### src/rtl/btn_debounce_pulse.sv
// btn_debounce_pulse: per-channel 2-FF synchronizer, debounce counter and press one-shot
//   i_clk    system clock, all state on rising edge
//   i_reset  asynchronous active-low reset
//   i_btn    raw asynchronous button levels (active-high)
//   o_level  debounced level per channel
//   o_pulse  registered one-cycle pulse on each accepted 0->1
// Build option: define BTN_ONEHOT_GUARD_EN to keep o_pulse one-hot or zero
// (lowest-index channel wins when several presses are accepted together).
module btn_debounce_pulse #(
    parameter int NB_BTN          = 3,
    parameter int DEBOUNCE_CYCLES = 1000000,
    parameter int NB_COUNT        = 20
) (
    input  logic              i_clk,
    input  logic              i_reset,
    input  logic [NB_BTN-1:0] i_btn,
    output logic [NB_BTN-1:0] o_level,
    output logic [NB_BTN-1:0] o_pulse
);
    localparam logic [NB_COUNT-1:0] TERM = NB_COUNT'(DEBOUNCE_CYCLES - 1);
    logic [NB_BTN-1:0]   sync1, sync2, done, rise, pulse_next;
    logic [NB_COUNT-1:0] cnt [NB_BTN];
    // done: the differing level has been seen long enough and is accepted this edge
    always_comb begin
        done = '0;
        for (int k = 0; k < NB_BTN; k++)
            done[k] = (sync2[k] != o_level[k]) && (cnt[k] == TERM);
        rise = done & sync2;
`ifdef BTN_ONEHOT_GUARD_EN
        // x & -x isolates the lowest set bit
        pulse_next = rise & (~rise + NB_BTN'(1));
`else
        pulse_next = rise;
`endif
    end
    always_ff @(posedge i_clk or negedge i_reset) begin
        if (!i_reset) begin
            sync1   <= '0;
            sync2   <= '0;
            o_level <= '0;
            o_pulse <= '0;
            for (int k = 0; k < NB_BTN; k++)
                cnt[k] <= '0;
        end else begin
            sync1   <= i_btn;
            sync2   <= sync1;
            o_level <= o_level ^ done;
            o_pulse <= pulse_next;
            for (int k = 0; k < NB_BTN; k++)
                cnt[k] <= (sync2[k] == o_level[k] || done[k]) ? '0 : cnt[k] + NB_COUNT'(1);
        end
    end
endmodule

### config.mk
export PLATFORM = sky130hd
export DESIGN_NAME = btn_debounce_pulse
export DESIGN_NICKNAME = d
export VERILOG_FILES = /design/src/rtl/btn_debounce_pulse.sv
export SDC_FILE = /design/constraint.sdc
export NUM_CORES = 1
export LEC_CHECK = 0
export BUFFER_PORTS_ARGS = -buffer_cell sky130_fd_sc_hd__buf_2
export CAP_MARGIN = 10
export CORE_AREA = 2 2 113 115
export CTS_BUF_LIST = sky130_fd_sc_hd__clkbuf_4
export DETAILED_ROUTE_END_ITERATION = 7
export DIE_AREA = 0 0 115 117
export PLACE_DENSITY = 0.44
export SYNTH_ARGS = -nofsm -noshare
export SYNTH_HDL_FRONTEND = slang
export SYNTH_SLANG_ARGS = --single-unit
### constraint.sdc
create_clock -name i_clk -period 2.64 [get_ports i_clk]
set_input_delay 0.396 -clock i_clk [delete_from_list [all_inputs] [get_ports i_clk]]
set_output_delay 0.396 -clock i_clk [all_outputs]
set_load 0.03 [all_outputs]
# Yosys cells after proc, flatten, opt, wreduce, memory -nomap -nowiden
# Cells that the tools add are included.
[totals]
reg_bits = 72
input_bits = 5
word_cells = 30
[classes]
n_addsub = 3
eq_ne = 9
mux = 3
n_bitwise = 2
n_reduce_logical = 6
[ops]
columns = ["operator", "count"]
rows = [
  ["20-bit by 1-bit adder with 20-bit output (second input constant)", 3],
  ["20-bit equality test (second input constant)", 3],
  ["20-bit 2-to-1 mux", 3],
  ["3-bit bitwise AND", 1],
  ["1-bit equality test", 3],
  ["1-bit logical AND", 3],
  ["1-bit logical OR", 3],
  ["1-bit != test", 3],
  ["3-bit XOR", 1],
]

# Logic depth before layout (Yosys ltp)
[depth]
depth_word = 4
depth_mapped = 6

# Worst setup path before layout
# Ideal clock, no wire load.
[synth_timing]
kind = "reg2reg"
startpoint = "reg cnt[8] (netlist name)"
endpoint = "reg with a tool-made name"
t_arrival_ns = 1.635
t_required_ns = 2.512
slack_ns = 0.878
path_stages_with_launch = 5
cell_sequence = "dfrtp_1 nor4b_1 nand2_1 or4_4 mux2_1"
[synth_rtl]
columns = ["item", "line_no", "source"]
rows = [
  ["start: declaration", "22", "logic [NB_COUNT-1:0] cnt [NB_BTN];"],
  ["start signal: indexed assignment", "50", "cnt[k] <= (sync2[k] == o_level[k] || done[k]) ? '0 : cnt[k] + NB_COUNT'(1);"],
]

# Final worst setup path
[layout_timing]
startpoint = "reg cnt[56] (netlist name)"
endpoint = "reg cnt[51] (netlist name)"
[layout_via]
elab_chain_len = 4
[layout_lines]
columns = ["item", "line_no", "source"]
rows = [
  ["20-bit equality test", "27", "done[k] = (sync2[k] != o_level[k]) && (cnt[k] == TERM);"],
  ["1-bit logical AND", "27", ""],
  ["1-bit logical OR", "50", ""],
  ["20-bit 2-to-1 mux", "50", ""],
]
# Every way passes these cells.

==> impl_metrics.ini <==
[grt]
global_route.peak_usage_layer = met2
grtUsageMet2 = 0.170
grt_pass1_vias = 2369
antenna_found_initial = 0
grt-ovfl-total = 0
grt_usage = 0.110
grt_pass1_wl_mm = 11.6
use_met3 = 0.0330
grt_max_degree = 50
use_met1 = 0.147

[power_and_ir_drop]
vdd_ir_drop_max_mv = 0.239
power_leakage_nw = 1.56
p_total_mw = 1.91
powerDensity_nw_per_um2 = 496

[floorplanning]
core_um2 = 12300
rows = 41
start_util = 0.281
die_area_um2 = 13500
boundaryPins = 11
fp.dieW_um = 115
dieHeight_um = 117

[layout]
layout-drive-gt1-share = 0.131
layout.cells.non_filler = 509
nNetsFinal = 362
fin_area_um2 = 3860
post-route-util = 0.314
diodes = 0
syn_to_final_growth_pct = 11.8

[cts]
htree_num_levels = 3
ctsResizeCount = 0
cts_tree = built
clk_pin_slew_ns = 0.12
clk_path_buf_depth = 2
cts.sinks = 72
post_cts_buffers = 0
insertion_delay_ns = 0.43
cts_made_buffers = 9
cts_root_buffer = clkbuf_4
holdBufCountCts = 1

[logic_synthesis]
synth_edf_count = 0
synth_top_area_cell = dfrtp_1
postSynth.asyncResetShare = 1.00
ys_seq_elements = 72
ys_warn_count = 0
synth_top_cell_area_share = 0.522
netlist_top_cells_count = dfrtp_1 (72), nor2_1 (54), xnor2_1 (28)
synth_cells = 334
synth_ff_type = dfrtp_1
synth.avg_cell_area_um2 = 10.3
syn_area_um2 = 3450
ys_seq_area_frac = 0.522
ys_top_cells_by_area = dfrtp_1 (52%), xnor2_1 (7.1%), nor2_1 (5.9%), xor2_1 (3.8%), nand3_1 (2.5%)
yosysUniqueCellTypes = 42
synth_most_common_cell = dfrtp_1
synth_nets = 342

[min_path]
hold_class = in2reg

[routing]
firstDrtPassIters = 4
drc = 0
routed-via-count = 2402
drt-total-wl_mm = 6.69
wire_per_inst_um = 13.1
ant_nets = 0
routed_via_density = 4.72
drt_iter0_drc = 115

[critical_path]
cp.arrival_ns = 2.44
end_kind = flip-flop
required_ns = 2.96
crit_fanout = 13
path_class = reg2reg
worstSetupStartpointType = flip-flop

[run]
max_cap_viol_count = 0

[timing]
fin_crit_ns = 2.13
finClkSkew_ns = 0.0179
finalSetupViolations = 0
setup_slack_ns = 0.512
drv_slew = 0
fmax_mhz = 470
hold_violations = 0
worst_slew_pin_slew_ns = 0.665
hold_ws_ns = 0.0766
relSlewSlack = 0.557
rsz0062_at_grt = no
fin_tns_setup_ns = 0
period_share = 0.806

[placement]
dpl.hpwl_mm = 4.49
routabilityCongestion = 0.698
portBuffers = 10
place_ws_ns = 0.544
dpl_cell_area_um2 = 3720
dp.cells = 492

[status]
status = finished, final reports clean
cells by family after synthesis:
group	count (synthesis)	share of synthesized area
muxes	6	0.0185
xor gates and xnor gates	43	0.109
buffers and inverters	18	0.0214
AOI/OAI and AO/OA	28	0.0532
DFF	72	0.522
adders and majority gates	3	0.0109
and+or+nand+nor	164	0.265
final timing paths:
kind	start	endpoint	slack, ns	cells after the start
worst max register to register	cnt[56]	cnt[51]	0.51	5
max in group asynchronous	i_reset	sync2[1]	1.52	3
worst min-delay path	i_btn[0]	sync1[0]	0.08	1
worst min register to register	sync1[0]	sync2[0]	0.36	0
worst max-delay path	cnt[56]	cnt[51]	0.51	5
min in group asynchronous	i_reset	cnt[50]	0.53	2
sequential cells by signal, summed over array words and instances, names as in the netlist, named ones only:
name     count
cnt         60
sync1        3
sync2        3
o_pulse      3
worst max-delay path: stages, from the launching register on:
cell     delay [ns]
dfrtp_1        0.42
nand3_1        0.14
or4b_1         0.52
o31ai_2        0.55
buf_4          0.31
nor2_1         0.07
cell type report:
type	count	area, µm²
clock inverter	4	45.0
inverter	11	41.3
tap	150	188
sequential	72	1800
fill	1281	8450
clock buffer	12	90.1
timing repair buffer	16	113
multi-input combinational	244	1580
cell usage in the layout, fill, tap and decap left out, types with 2 or more instances in the layout:
cell type,n
nand3_1,17
and4_1,3
nor4b_1,4
mux2_2,2
and3b_1,2
inv_1,11
and3_1,7
or4_1,6
buf_2,9
or2_1,2
nand3_2,3
nor4_2,2
ha_1,3
o31ai_1,6
clkbuf_4,12
mux2i_1,3
xnor2_1,28
a21oi_1,12
or3_1,5
nor4_1,8
nor3_1,11
dfrtp_1,72
nand2_1,17
nor2_1,54
o21ai_0,6
nand4_1,12
clkinv_2,3
buf_4,5
xor2_1,15
routing by layer:
| metal | share of wire | up-vias |
|---|---|---|
| met5 | 0 | - |
| met4 | 0.017 | 0 |
| met3 | 0.029 | 10 |
| met2 | 0.45 | 24 |
| met1 | 0.50 | 1150 |
| li1 | - | 1218 |
where the power goes:
group	switching (mW)	total (mW)	internal, mW
combinational	0.0492	0.0735	0.0244
clock	0.392	0.709	0.317
sequential	0.0140	1.13	1.12
total	0.455	1.91	1.46
No activity file was read; power rests on OpenSTA's default activity.
